==> config.mk <==
export PLATFORM = sky130hd
export DESIGN_NAME = decoder_seq_flat
export DESIGN_NICKNAME = d
export VERILOG_FILES = /design/src/rtl/decoder_seq_if.sv /design/src/rtl/decoder_seq.sv /design/src/flat_wrapper.sv
export SDC_FILE = /design/constraint.sdc
export NUM_CORES = 1
export LEC_CHECK = 0
export CORE_ASPECT_RATIO = 0.6
export CORE_MARGIN = 1.5
export CORE_UTILIZATION = 55
export DETAILED_ROUTE_END_ITERATION = 12
export GPL_TIMING_DRIVEN = 1
export PLACE_DENSITY = 0.9
export SYNTH_ARGS = -nofsm -noshare
export SYNTH_HDL_FRONTEND = slang
export SYNTH_SLANG_ARGS = --single-unit
==> constraint.sdc <==
create_clock -name clk -period 5.21 [get_ports clk]
set_clock_uncertainty 0.2 [all_clocks]
set_input_delay 1.3025 -clock clk [delete_from_list [all_inputs] [get_ports clk]]
set_output_delay 1.3025 -clock clk [all_outputs]
set_load 0.01 [all_outputs]
==> src/rtl/decoder_seq_if.sv <==
// decoder_seq_if: code handshake in, one-hot strobe out, for decoder_seq.
interface decoder_seq_if;
  logic        en;
  logic [0:3]  a;
  logic        a_valid;
  logic        a_ready;
  logic [0:15] d;
  logic        d_valid;
  logic        busy;
  modport slave (input en, a, a_valid, output a_ready, d, d_valid, busy);
  modport master (output en, a, a_valid, input a_ready, d, d_valid, busy);
endinterface

==> src/rtl/decoder_seq.sv <==
// decoder_seq: registered 4-to-16 one-hot decoder; each strobe is held HOLD cycles
// and followed by a one-cycle gap, with a one-entry pending register for the next code.
module decoder_seq #(
  parameter int HOLD = 4
) (
  input logic         clk,
  input logic         rst,
  decoder_seq_if.slave bus
);
  typedef enum logic [1:0] {IDLE, ACTIVE, GAP} state_t;
  state_t      r_state, w_state;
  logic [0:15] r_d, w_d;
  logic        r_dv, w_dv;
  logic [7:0]  r_cnt, w_cnt;
  logic [0:3]  r_pc, w_pc;
  logic        r_pv, w_pv;
  logic        w_acc;
  // a[0] carries weight 1, so the index is the code with bit order reversed
  function automatic logic [0:15] onehot(input logic [0:3] c);
    logic [0:15] o;
    o = '0;
    o[{c[3], c[2], c[1], c[0]}] = 1'b1;
    return o;
  endfunction
  assign bus.a_ready = bus.en & ~r_pv;
  assign w_acc       = bus.a_valid & bus.a_ready;
  assign bus.d       = r_d;
  assign bus.d_valid = r_dv;
  assign bus.busy    = (r_state != IDLE) | r_pv;
  always_comb begin
    w_state = r_state;
    w_d     = r_d;
    w_dv    = r_dv;
    w_cnt   = r_cnt;
    w_pc    = r_pc;
    w_pv    = r_pv;
    if (!bus.en) begin
      w_state = IDLE;
      w_d     = '0;
      w_dv    = 1'b0;
      w_cnt   = '0;
      w_pv    = 1'b0;
    end else begin
      case (r_state)
        IDLE: if (r_pv | w_acc) begin
          w_state = ACTIVE;
          w_d     = onehot(r_pv ? r_pc : bus.a);
          w_dv    = 1'b1;
          w_cnt   = 8'(HOLD - 1);
          w_pv    = 1'b0;
        end
        ACTIVE: begin
          if (w_acc) begin
            w_pc = bus.a;
            w_pv = 1'b1;
          end
          if (r_cnt != 8'd0) w_cnt = r_cnt - 8'd1;
          else begin
            w_state = GAP;
            w_d     = '0;
            w_dv    = 1'b0;
          end
        end
        GAP: if (r_pv) begin
          w_state = ACTIVE;
          w_d     = onehot(r_pc);
          w_dv    = 1'b1;
          w_cnt   = 8'(HOLD - 1);
          w_pv    = 1'b0;
        end else begin
          w_state = IDLE;
          if (w_acc) begin
            w_pc = bus.a;
            w_pv = 1'b1;
          end
        end
        default: w_state = IDLE;
      endcase
    end
  end
  always_ff @(posedge clk or posedge rst) begin
    if (rst) begin
      r_state <= IDLE;
      r_d     <= '0;
      r_dv    <= 1'b0;
      r_cnt   <= '0;
      r_pc    <= '0;
      r_pv    <= 1'b0;
    end else begin
      r_state <= w_state;
      r_d     <= w_d;
      r_dv    <= w_dv;
      r_cnt   <= w_cnt;
      r_pc    <= w_pc;
      r_pv    <= w_pv;
    end
  end
endmodule

==> src/flat_wrapper.sv <==
// flat-port wrapper written by rule: the top's interface ports become plain ports
module decoder_seq_flat 
#(
  parameter int HOLD = 4
)
  (clk, rst, bus_en, bus_a, bus_a_valid, bus_a_ready, bus_d, bus_d_valid, bus_busy);
  decoder_seq_if bus_i ();
  input logic clk;
  input logic rst;
  input wire logic [$bits(bus_i.en)-1:0] bus_en;
  input wire logic [$bits(bus_i.a)-1:0] bus_a;
  input wire logic [$bits(bus_i.a_valid)-1:0] bus_a_valid;
  output wire logic [$bits(bus_i.a_ready)-1:0] bus_a_ready;
  output wire logic [$bits(bus_i.d)-1:0] bus_d;
  output wire logic [$bits(bus_i.d_valid)-1:0] bus_d_valid;
  output wire logic [$bits(bus_i.busy)-1:0] bus_busy;
  assign bus_i.en = bus_en;
  assign bus_i.a = bus_a;
  assign bus_i.a_valid = bus_a_valid;
  assign bus_a_ready = bus_i.a_ready;
  assign bus_d = bus_i.d;
  assign bus_d_valid = bus_i.d_valid;
  assign bus_busy = bus_i.busy;
  decoder_seq #(.HOLD(HOLD)) u_core (.clk(clk), .rst(rst), .bus(bus_i));
endmodule
==> impl_metrics.ini <==
[outcome]
status = finished, final reports clean

[sta]
relSlewSlack_pct = 31.4
post-route-period-util_pct = 83.5
finalSetupViolations = 0
period_needed_ns = 4.35
fmax_ghz = 0.230
hold_viol = 0
setup_tns_ns = 0
rsz0062_at_grt = no
worstMarginPinSlew_ns = 1.02
slew_violations = 0

[worst_setup_path]
worst_ep_required_time_ns = 3.71
cp_common_cell = clkdlybuf4s50_1
cp.arrival_ns = 2.85
critPathSlowestCell = clkdlybuf4s50_1
crit_chain = clkdlybuf4s50_1 -> nor2b_1 -> clkdlybuf4s50_1
end_kind = primary output
reg2reg_slack_ns = 1.82
path_max_fanout = 14
cp_top_family = buffers and inverters
path_buf_inv = 2
path_class = input port to primary output
cp-start-kind = input port
cpPeakStageDelay_ns = 0.71

[route]
routed_wl_microns = 4790
dr.pass1.iters = 5
first_iter_violations = 271
wl_per_cell_microns = 16.7
drc = 0
vias = 1824
antenna_left = 0
vias_per_cell = 6.38

[pwr]
powerDensity_nw_per_um2 = 610
p_leak_nw = 0.977
total_power_w = 0.00143
peakVddDrop_uv = 392

[clock_network]
clock_sinks = 32
clock_latency_ns = 0.29
cts_tree = built
cts_setup_buffers = 0
cts_buffer_depth = 2
clk_pin_slew_worst_paths_ns = 0.07
holdBufCountCts = 0
cts-root-buf = clkbuf_8
cts_made_buffers = 5
cts_resized = 0
ctsHtreeMaxLevel = 2

[yosys]
syn_avg_cell_area_sq_um = 9.07
synth_area_leaders = dfrtp_1 (40%), a21oi_1 (10%), o31ai_2 (6.2%), o21ai_0 (5.7%), o31ai_1 (3.7%)
yosysUniqueCellTypes = 41
ys.flop_type = dfrtp_1
synth_top_area_share_pct = 40.0
async_flop_share_pct = 100
synth_nets = 234
ys_seq_area_share_pct = 40.0
ys_ff_latch = 32
yosys_warnings = 0
synth.most_common_cell = a21oi_1
synthCells = 221
netlist_area_sq_um = 2000
synthTopCellsByCount = a21oi_1 (40), dfrtp_1 (32), o21ai_0 (23)
synth_edf_count = 0
synth.largest_area_cell = dfrtp_1

[grt]
grt_usage_pct = 27.3
grt_pass1_wl_microns = 8130
grt_max_degree = 32
gr-total-overflow = 0
grt_pass1_vias = 1671
antenna_found_initial = 0

[die]
coreArea_sq_um = 3360
row_count = 16
die_area_sq_um = 4030
initial_core_util_pct = 59.6
die_w_microns = 80.9
fp.dieH_microns = 49.8
num_io_pins = 27

[placement]
place_hpwl_microns = 3340
placed_cells = 278
routabilityCongestion = 0.947
portBuffers = 26

[final_layout]
fin_nets = 253
n_fill_cell = 287
drive_above_1_share_pct = 12.0
fin_cells = 286
final_util_pct = 69.6
diodes = 0
areaGrowthSynthToFinish_pct = 16.7

[job]
maxCapViolCount = 0

[worst_hold_path]
hold_class = register to register
[through the flow]
stage	cell area, sq um	setup slack, ns	hold WS [ns]
after detailed placement	2250	0.873	0.312
final	2340	0.860	0.320
after global routing	2340	0.757	0.347
after CTS	2340	0.865	0.328
after global placement	2250	0.912	0.300
after floorplan	2000	2.14	0.313
[final cells by class]
type	instances	area [sq um]	area share (%)
inverters	10	37.5	1.60
flip-flops and latches	32	801	34.2
repair buffers	28	275	11.8
clock inverters	2	10.0	0.428
multi-input cells	163	1080	46.0
clock buffers	6	82.6	3.53
well taps	45	56.3	2.41
[flip-flops by register name, indices dropped and copies added (netlist names)]
| name | cells |
|---|---|
| u_core.r_state | 2 |
| u_core.bus.d_valid | 1 |
| u_core.r_pc | 4 |
| u_core.bus.d | 16 |
| u_core.r_cnt | 8 |
| u_core.r_pv | 1 |
[worst min-delay path, stage by stage (launching register included)]
cell,delay (ns)
dfrtp_1,0.35
o21ai_0,0.08
o31ai_1,0.06
[cells in the final DEF (no fill, tap or decap), drive strengths merged, types with 6 or more instances in the layout]
cell type       n
o21ai          23
nand2          11
inv            10
clkbuf          6
dfrtp          32
or4             7
nor2            9
a21oi          40
o31ai          20
clkdlybuf4s50  26
[final timing paths]
| check | from | to | depth (start not counted) |
|---|---|---|---|
| worst max-delay path | bus_en | bus_a_ready | 3 |
| worst min-delay path | u_core.bus.d[5] | u_core.bus.d[5] | 2 |
| worst max register to register | u_core.r_state[1] | u_core.bus.d[0] | 6 |
| worst min register to register | u_core.bus.d[5] | u_core.bus.d[5] | 2 |
| max in group asynchronous | rst | u_core.r_state[1] | 3 |
| min in group asynchronous | rst | u_core.r_cnt[4] | 2 |
[report_power, final]
group | switching (W) | total [W] | internal [W]
Combinational | 0.000470 | 0.000801 | 0.000330
Sequential | 0.0000886 | 0.000426 | 0.000337
Clock | 0.0000945 | 0.000200 | 0.000105
Total | 0.000654 | 0.00143 | 0.000773
[cell families (layout without fill, tap and decap cells)]
logic type                 Yosys count  in the layout  share of synthesized area, %
AOI/OAI and AO/OA                   97             97                          31.8
adders and majority gates            5              5                          3.12
buffers and inverters               26             46                          6.30
DFF                                 32             32                          40.0
muxes                                6              6                          3.25
and+or+nand+nor                     55             55                          15.6
[layer usage]
metal / up-vias / track usage [%] / part of all wire [%]
li1: 861 / - / -
met1: 865 / 41.1 / 47
met2: 92 / 37.9 / 42
met3: 6 / 7.96 / 9.7
met4: 0 / 7.18 / 0.96
met5: - / 0 / 0
Note: power is estimated with default switching activity, not from simulation.
